<file path="src/rtl/lc3_mio_ctrl.sv">
// lc3_mio_ctrl: LC-3 memory/I-O controller with RAM timing and keyboard/display registers
module lc3_mio_ctrl #(
    parameter int MEM_LAT  = 2,
    parameter int DSP_BUSY = 4
) (
    input  logic        clk,
    input  logic        reset,
    input  logic        mio_en,
    input  logic        r_w,
    input  logic [15:0] mar,
    input  logic [15:0] mdr_out,
    input  logic [15:0] mem_rdata,
    output logic        mem_en,
    output logic        mem_we,
    output logic [15:0] mem_addr,
    output logic [15:0] mem_wdata,
    output logic [15:0] mio_rdata,
    output logic        ready,
    input  logic        LD_char,
    input  logic [7:0]  I_char,
    output logic [15:0] DDR,
    output logic        WR_DDR
);
    typedef enum logic [1:0] {IDLE, MEM, DEV, DONE} state_t;
    state_t      state;
    logic [3:0]  cnt;
    logic [7:0]  busy;
    logic        w_l;
    logic        kbsr;
    logic [7:0]  kbdr;
    logic        dsr;
    logic [15:0] dev_rdata;
    // device register read mux, addressed by the latched access address
    always_comb begin
        dev_rdata = (mem_addr == 16'hFE00) ? {kbsr, 15'b0} :
                    (mem_addr == 16'hFE02) ? {8'h00, kbdr} :
                    (mem_addr == 16'hFE04) ? {dsr, 15'b0} :
                    (mem_addr == 16'hFE06) ? DDR : 16'h0000;
    end
    // access FSM plus keyboard and display register state; DDR writes act on the accept edge so WR_DDR lands in the DEV cycle
    always_ff @(posedge clk or negedge reset) begin
        if (!reset) begin
            state     <= IDLE;
            cnt       <= 4'd0;
            busy      <= 8'd0;
            w_l       <= 1'b0;
            kbsr      <= 1'b0;
            kbdr      <= 8'h00;
            dsr       <= 1'b1;
            mem_en    <= 1'b0;
            mem_we    <= 1'b0;
            mem_addr  <= 16'h0000;
            mem_wdata <= 16'h0000;
            mio_rdata <= 16'h0000;
            ready     <= 1'b0;
            DDR       <= 16'h0000;
            WR_DDR    <= 1'b0;
        end else begin
            ready  <= 1'b0;
            WR_DDR <= 1'b0;
            if (busy != 8'd0) busy <= busy - 8'd1;
            if (busy == 8'd1) dsr <= 1'b1;
            case (state)
                IDLE: if (mio_en) begin
                    mem_addr  <= mar;
                    mem_wdata <= mdr_out;
                    w_l       <= r_w;
                    cnt       <= 4'(MEM_LAT);
                    if (mar >= 16'hFE00) begin
                        state <= DEV;
                        if (r_w && mar == 16'hFE06 && dsr) begin
                            DDR    <= mdr_out;
                            WR_DDR <= 1'b1;
                            dsr    <= 1'b0;
                            busy   <= 8'(DSP_BUSY);
                        end
                    end else begin
                        state  <= MEM;
                        mem_en <= 1'b1;
                        mem_we <= r_w;
                    end
                end
                MEM: begin
                    cnt <= cnt - 4'd1;
                    if (cnt == 4'd1) begin
                        mem_en <= 1'b0;
                        mem_we <= 1'b0;
                        ready  <= 1'b1;
                        state  <= DONE;
                        if (!w_l) mio_rdata <= mem_rdata;
                    end
                end
                DEV: begin
                    ready <= 1'b1;
                    state <= DONE;
                    if (!w_l) begin
                        mio_rdata <= dev_rdata;
                        if (mem_addr == 16'hFE02) kbsr <= 1'b0;
                    end
                end
                DONE: state <= IDLE;
            endcase
            if (LD_char) begin
                kbdr <= I_char;
                kbsr <= 1'b1;
            end
        end
    end
endmodule

</file>
<file path="config.mk">
export PLATFORM = sky130hd
export DESIGN_NAME = lc3_mio_ctrl
export DESIGN_NICKNAME = d
export VERILOG_FILES = /design/src/rtl/lc3_mio_ctrl.sv
export SDC_FILE = /design/constraint.sdc
export NUM_CORES = 1
export LEC_CHECK = 0
export CORE_MARGIN = 3
export CORE_UTILIZATION = 50
export CTS_CLUSTER_DIAMETER = 80
export DETAILED_ROUTE_END_ITERATION = 12
export PLACE_DENSITY_LB_ADDON = 0.2
export SLEW_MARGIN = 20
export SYNTH_ARGS = -nofsm -noshare
export SYNTH_HDL_FRONTEND = slang
export SYNTH_SLANG_ARGS = --single-unit
</file>
<file path="constraint.sdc">
create_clock -name clk -period 4.1 [get_ports clk]
set_clock_uncertainty 0.2 [all_clocks]
set_input_delay 0.615 -clock clk [delete_from_list [all_inputs] [get_ports clk]]
set_output_delay 0.615 -clock clk [all_outputs]
set_load 0.05 [all_outputs]
</file>
; ---- Word-level counts from Yosys, hierarchy flattened
; Cells that the tools add are included.
[totals]
regBits = 93
latchBits = 0
mem_bits_rw = 0
mem_bits_ro = 0
inputBits = 61
output_inout_bits = 68
elab_cells = 90
memories = 0
[op_classes]
addsub = 2
n_mul = 0
div_mod_pow = 0
magnitude_cmp = 1
n_eq_ne = 16
shifts = 0
mux = 41
bitwise_logic = 0
n_reduce_logical = 15
[ops]
columns = cell, count
row1 = 16-bit 2-to-1 mux, 7
row2 = "16-bit equality test, second input constant", 5
row3 = 8-bit 2-to-1 mux, 5
row4 = 16-bit one-hot mux with 2 select lines, 1
row5 = 1-bit 2-to-1 mux, 19
row6 = "16-bit greater-or-equal comparator, second input constant", 1
row7 = "2-bit != test, second input constant", 6
row8 = 4-bit AND reduction, 3
row9 = "8-bit by 1-bit equality test with 1-bit output, second input constant", 1
row10 = 2-bit one-hot mux with 4 select lines, 1
row11 = 4-bit one-hot mux with 2 select lines, 1
row12 = 2-bit nonzero test, 4
row13 = 8-bit nonzero test, 1
row14 = "8-bit by 1-bit subtractor with 8-bit output, second input constant", 1
row15 = 2-bit 2-to-1 mux, 3
row16 = 1-bit one-hot mux with 2 select lines, 3
row17 = 2-bit AND reduction, 3
row18 = "2-bit equality test, second input constant", 2
row19 = "4-bit by 1-bit equality test with 1-bit output, second input constant", 1
row20 = 4-bit 2-to-1 mux, 1
row21 = "4-bit by 1-bit subtractor with 4-bit output, second input constant", 1
row22 = 3-bit AND reduction, 1
row23 = "2-bit by 1-bit equality test with 1-bit output, second input constant", 1
row24 = 1-bit logical AND, 2
row25 = 2-bit zero test, 1

; ---- Logic depth before layout (Yosys ltp)
; Gate-level depths: netlist of run 1.
[logic_depth]
ltp_word = 7
ltp_mapped = 8
ltp_nobuf = 6

; ---- Worst setup path before layout of run 1
; No wires, ideal clock.
[synth_timing]
path_kind = register to register
start = reg mem_addr[0]
end = reg kbsr
setup_time_ps = 118
t_arrival_ps = 1870
required_time_ps = 3782
slack_ps = 1912
path_stages_with_launch = 5
n_path_buf = 0
period_less_slack_ps = 2188
cell_sequence = dfrtp_1 > or4_4 > nor4_4 > nand2_1 > a21o_1
[synth_via]
elab_chain_cells = 3
[synth_rtl]
columns = element, line_no
row1 = start: declaration, 15  ; output logic [15:0] mem_addr,
row2 = start signal: assignment, 65  ; mem_addr <= mar;
row3 = 16-bit equality test, 98  ; if (mem_addr == 16'hFE02) kbsr <= 1'b0;
row4 = 2-bit nonzero test (no source line), n/a
row5 = 3-bit AND reduction (no source line), n/a
row6 = end signal: assignment, 47  ; kbsr <= 1'b0;
row7 = end signal: assignment, 98
row8 = end signal: assignment, 105  ; kbsr <= 1'b1;
row9 = end: declaration, 29  ; logic kbsr;
; Every way passes these cells.
; A chain may end at the register's enable or synchronous reset.

; ---- Worst setup path after layout of run 1
[layout_timing]
start = reg mem_addr[2]
end = out mem_addr[2]
; No word-level cell between the ends.

==> flow_metrics.env, run 1 <==
export IMPL_htreeDepth=3
export IMPL_rsz0062_at_grt="false"
export IMPL_drt_total_wl_um=10300
export IMPL_antenna_found_initial=0
export IMPL_port_buffer_count=128
export IMPL_grt_start_max_net_pins=80
export IMPL_end_kind="primary output"
export IMPL_root_buffer="clkbuf_8"
export IMPL_layout_nets=537
export IMPL_vdd_drop_max_mv=0.439
export IMPL_worstReg2RegEnd="mio_rdata[13]"
export IMPL_core_sq_mm=0.00793
export IMPL_fmax_mhz=326
export IMPL_vias=3160
export IMPL_r2r_setup_slack_ps=1460
export IMPL_power_density_mw_per_mm2=774
export IMPL_maxSlewHeadroom=0.361
export IMPL_final_setup_tns_ps=0
export IMPL_die_h_um=97.5
export IMPL_cts_sinks=93
export IMPL_mostFrequentLayoutCells="clkdlybuf4s50_1, dfrtp_1, mux2_2"
export IMPL_cts_made_buffers=9
export IMPL_synth_top_family_by_area="multiplexers"
export IMPL_path_buf_inv=1
export IMPL_rows=32
export IMPL_synth_xor_area_frac=0.0125
export IMPL_clk_latency_ps=350
export IMPL_dr_first_iter_drc_count=109
export IMPL_first_pass_iters=4
export IMPL_worst_endpoint_required_ps=3280
export IMPL_synth_simple_gate_area_share=0.116
export IMPL_dp_hpwl_um=7460
export IMPL_post_cts_setup_buffers=0
export IMPL_synth_cells=339
export IMPL_cp_data_arrival_time_ps=2260
export IMPL_cp_max_fo=20
export IMPL_max_cap_violations=0
export IMPL_ys_types=44
export IMPL_crit_path_cell_trace="clkdlybuf4s50_1"
export IMPL_timing_rr_start="state[1]"
export IMPL_cts_tree="done"
export IMPL_cp_start_kind="flip-flop"
export IMPL_syn_area_sq_mm=0.00419
export IMPL_fin_crit_ps=3070
export IMPL_cts_resized=0
export IMPL_num_antenna_cells=0
export IMPL_hold_path_class="in -> async"
export IMPL_grt_pass1_vias=3346
export IMPL_cts_hold_buf=0
export IMPL_cts_path_max_buffers=2
export IMPL_wl_per_cell_um=17.9
export IMPL_yosysWarnings=0
export IMPL_gp_congestion=0.821
export IMPL_utilization=0.732
export IMPL_grtUsageTotal=0.223
export IMPL_synth_avg_cell_area_sq_um=12.4
export IMPL_fill_cells=564
export IMPL_synthMuxAreaShare=0.194
export IMPL_crit_slowest_cell="clkdlybuf4s50_1"
export IMPL_worstSetupPathType="reg -> out"
export IMPL_drv_slew=0
export IMPL_critical_path_max_stage_delay_ps=980
export IMPL_ys_seq_elements=93
export IMPL_async_flop_share=1.00
export IMPL_ant_nets=0
export IMPL_tightest_slew_ps=958
export IMPL_outcome="completed"
export IMPL_post_route_drc_count=0
export IMPL_final_common_cell="clkdlybuf4s50_1"
export IMPL_synth_compound_area_share=0.0723
export IMPL_synth_nets=408
export IMPL_p_leak_nw=2.43
export IMPL_final_hold_viol_count=0
export IMPL_syn_to_final_growth_pct=38.6
export IMPL_regArea_sq_mm=0.00233
export IMPL_cp_top_family="buffers and inverters"
export IMPL_synth_ff_type="dfrtp_1"
export IMPL_synth_fa_ha_area_frac=0.0239
export IMPL_synth_edf_count=0
export IMPL_yosysSeqAreaShare=0.556
export IMPL_final_period_utilization=0.749
export IMPL_grt_pass1_wl_um=17100
export IMPL_clk_pin_slew_ps=90
export IMPL_multiInputGateArea_sq_mm=0.00175
export IMPL_die_w_um=97.5
export IMPL_drive_gt1_frac=0.176
export IMPL_rr_worst_depth=7
export IMPL_io_pins=129
export IMPL_die_area_sq_mm=0.00951
export IMPL_setup_violations=0
export IMPL_start_util=0.528
export IMPL_viasPerCell=5.51
export IMPL_grt_remaining_overflow=0
## report_power, final
group	switching, mW	total, mW	internal [mW]
Clock	0.307	0.723	0.415
Combinational	1.44	2.31	0.879
Sequential	0.239	1.46	1.22
## synthesized netlist by cell type, types with 2 or more instances
cell type  instances  area [sq um]
nor4b_1            2          17.5
nor3_1             9          45.0
a21boi_0           8          60.1
nand2b_1           3          18.8
nand3_1           12          60.1
o22ai_1            2          12.5
o21ai_1            8          40.0
nand4_1            3          18.8
clkbuf_1           8          30.0
xor2_1             2          17.5
mux2_2            56           631
nor4_1             3          18.8
nand4bb_1          3          33.8
o32ai_1            2          17.5
o21ai_0            5          25.0
nor2_1            17          63.8
a21oi_1           14          70.1
buf_2              6          30.0
dfrtp_1           92          2300
a31oi_1            2          12.5
ha_1               8           100
a211oi_1           2          15.0
xnor2_1            4          35.0
inv_1             11          41.3
mux2i_1           18           180
nor2b_1           11          68.8
nand2_1           11          41.3
## cell type report
type | instances | area share
multi-input combinational | 220 | 0.302
sequential | 93 | 0.401
clock inverter | 4 | 0.0168
clock buffer | 10 | 0.0237
tap | 102 | 0.0220
inverter | 11 | 0.00712
timing repair buffer | 133 | 0.227
## metrics by stage
stage                     hold WS (ps)  setup slack (ps)  instance area (sq um)  cells  power [mW]
after global placement             261              1300                   5570    559        3.75
after global routing               284               949                   5800    573        4.71
after detailed placement           276              1240                   5570    559        3.79
final                              205              1030                   5800    573        4.49
after floorplan                    119              1910                   4190    339        2.99
after CTS                          246               994                   5800    573        4.52
## logic make-up after synthesis
family | after synthesis
adder cells (fa/ha/maj) | 8
flip-flops | 93
AND/OR/NAND/NOR | 83
AO/OA/AOI/OAI | 49
multiplexers | 74
XOR/XNOR | 6
buffers and inverters | 26
## state kept, by name, summed over array words and instances (netlist names)
signal	cells
mio_rdata	16
kbdr	8
dsr	1
ready	1
cnt	4
mem_addr	16
w_l	1
busy	8
state	2
mem_en	1
kbsr	1
WR_DDR	1
mem_wdata	16
DDR	16
mem_we	1
## worst max-delay path by stage
stage,start,endpoint,slack (ps),cells past startpoint
after detailed placement,mar[15],DDR[11],1240,6
final,mem_addr[2],mem_addr[2],1030,1
after global routing,mem_addr[2],mem_addr[2],950,1
after global placement,mar[14],DDR[8],1300,6
after floorplan,mem_addr[0],kbsr,1910,4
after CTS,mem_addr[2],mem_addr[2],990,1
## layer usage
| metal | global-route usage | wire (um) |
|---|---|---|
| met1 | 0.271 | 4190 |
| met2 | 0.399 | 5380 |
| met3 | 0.0553 | 580 |
| met4 | 0.0501 | 104 |
| met5 | 0 | 0 |
No activity file was read; power rests on OpenSTA's default activity.
==> inputs of run 2 (changes only) <==
--- a/config.mk
+++ b/config.mk
@@ -6,7 +6,7 @@
 export NUM_CORES = 1
 export LEC_CHECK = 0
 export CORE_MARGIN = 3
-export CORE_UTILIZATION = 50
+export CORE_UTILIZATION = 42
 export CTS_CLUSTER_DIAMETER = 80
 export DETAILED_ROUTE_END_ITERATION = 12
 export PLACE_DENSITY_LB_ADDON = 0.2
==> constraint.sdc (replaced) <==
create_clock -name clk -period 2.5 [get_ports clk]
set_clock_uncertainty 0.2 [all_clocks]
set_input_delay 0.375 -clock clk [delete_from_list [all_inputs] [get_ports clk]]
set_output_delay 0.375 -clock clk [all_outputs]
set_load 0.05 [all_outputs]
==> flow_metrics.env, run 2 (synthesis results as in run 1) <==
export IMPL_syn_to_final_growth_pct=41.9
export IMPL_cp_top_family="buffers and inverters"
export IMPL_port_buffer_count=128
export IMPL_crit_slowest_cell="clkdlybuf4s50_1"
export IMPL_num_antenna_cells=0
export IMPL_outcome="completed"
export IMPL_fin_crit_ps=2220
export IMPL_pwr_share_clk=0.148
export IMPL_critical_path_max_stage_delay_ps=840
export IMPL_io_pins=129
export IMPL_final_period_utilization=0.887
export IMPL_holdWs_ps=294
export IMPL_viasPerCell=5.21
export IMPL_clk_latency_ps=350
export IMPL_htreeDepth=3
export IMPL_grt_pass1_vias=3348
export IMPL_top_layer="met4"
export IMPL_antenna_found_initial=0
export IMPL_cp_start_kind="flip-flop"
export IMPL_wl_met3_um=638
export IMPL_placed_cells_incl_taps=595
export IMPL_cp_data_arrival_time_ps=1640
export IMPL_combinationalPowerShare=0.538
export IMPL_ant_nets=0
export IMPL_power_density_mw_per_mm2=1240
export IMPL_vdd_drop_max_mv=0.645
export IMPL_clk_pin_slew_ps=90
export IMPL_cts_tree="done"
export IMPL_worst_endpoint_required_ps=1920
export IMPL_m1WireLength_um=4500
export IMPL_gp_congestion=0.756
export IMPL_cts_path_max_buffers=2
export IMPL_drv_slew=0
export IMPL_post_place_ws_ps=167
export IMPL_maxSlewHeadroom=0.582
export IMPL_grtUsageTotal=0.195
export IMPL_cts_resized=0
export IMPL_first_pass_iters=5
export IMPL_setup_violations=0
export IMPL_cts_made_buffers=9
export IMPL_grt_pass1_wl_um=17300
export IMPL_end_kind="primary output"
export IMPL_fmax_mhz=451
export IMPL_netSwitchingPower_mw=3.26
export IMPL_final_hold_viol_count=0
export IMPL_worstSetupPathType="reg -> out"
export IMPL_hold_path_class="reg -> reg"
export IMPL_dp_hpwl_um=7740
export IMPL_rsz0062_at_grt="false"
export IMPL_die_w_um=106
export IMPL_swShare=0.443
export IMPL_fin_ws_ps=283
export IMPL_fin_cells=611
export IMPL_drive_gt1_frac=0.195
export IMPL_wl_per_cell_um=17.2
export IMPL_root_buffer="clkbuf_8"
export IMPL_cts_sinks=93
export IMPL_fill_cells=805
export IMPL_p_int_mw=4.10
export IMPL_power_total_mw=7.37
export IMPL_post_route_drc_count=0
export IMPL_start_util=0.443
export IMPL_final_setup_tns_ps=0
export IMPL_rows=35
export IMPL_dr_wl_met2_um=5180
export IMPL_crit_path_cell_trace="clkdlybuf4s50_1"
export IMPL_cp_max_fo=5
export IMPL_path_buf_inv=1
export IMPL_p_leak_nw=2.49
export IMPL_tightest_slew_ps=621
export IMPL_vias=3182
export IMPL_grt_start_max_net_pins=46
export IMPL_die_h_um=106
export IMPL_core_sq_mm=0.00946
export IMPL_drt_total_wl_um=10500
export IMPL_max_cap_violations=0
export IMPL_mostFrequentLayoutCells="clkdlybuf4s50_1, dfrtp_1, mux2_2"
export IMPL_seqPwrFrac=0.313
export IMPL_die_area_sq_mm=0.0112
export IMPL_layout_nets=547
export IMPL_dr_first_iter_drc_count=73
export IMPL_grt_remaining_overflow=0
export IMPL_final_common_cell="clkdlybuf4s50_1"
==> run 2: routing by layer <==
metal / GRT usage / vias to the layer above
li1: - / 1492
met1: 0.241 / 1582
met2: 0.337 / 94
met3: 0.0478 / 14
met4: 0.0629 / 0
met5: 0 / -
==> run 2: worst paths after layout <==
check	startpoint	to	slack, ps	cells past startpoint
max in group asynchronous	reset	dsr	1150	3
hold / removal	kbsr	kbsr	290	1
setup / recovery	mem_addr[1]	mem_addr[1]	280	1
setup reg to reg	state[0]	DDR[3]	380	7
min in group asynchronous	reset	mio_rdata[11]	310	2
hold reg to reg	kbsr	kbsr	290	1
==> run 2: metrics by stage <==
step / utilization / cell area [sq um]
4_1_cts: 0.628 / 5940
6_report: 0.628 / 5940
3_5_place_dp: 0.605 / 5720
5_1_grt: 0.628 / 5940
3_3_place_gp: 0.605 / 5720
2_1_floorplan: - / 4190
==> run 2: layout make-up <==
class                           instances  area (sq um)  share of cell area
Multi-Input combinational cell        220          1760               0.296
Timing Repair Buffer                  143          1440               0.243
Clock inverter                          4          72.6              0.0122
Tap cell                              129           161              0.0272
Sequential cell                        93          2330               0.392
Inverter                               11          41.3             0.00695
Clock buffer                           11           141              0.0238
==> run 2: repair_timing <==
item,CTS,global route
setup buffers,0,0
setup endpoints to repair,0,0
hold endpoints to repair,29,0
hold buffers,1,0
==> run 2: power groups by stage <==
| stage | Combinational (mW) | Clock (mW) | Sequential (mW) |
|---|---|---|---|
| floorplan | 1.14 | 0 | 3.76 |
| global placement | 3.94 | 0 | 2.32 |
| detailed placement | 3.99 | 0 | 2.34 |
| CTS | 4.00 | 1.12 | 2.31 |
| global route | 4.19 | 1.18 | 2.38 |
| finish | 3.97 | 1.09 | 2.31 |
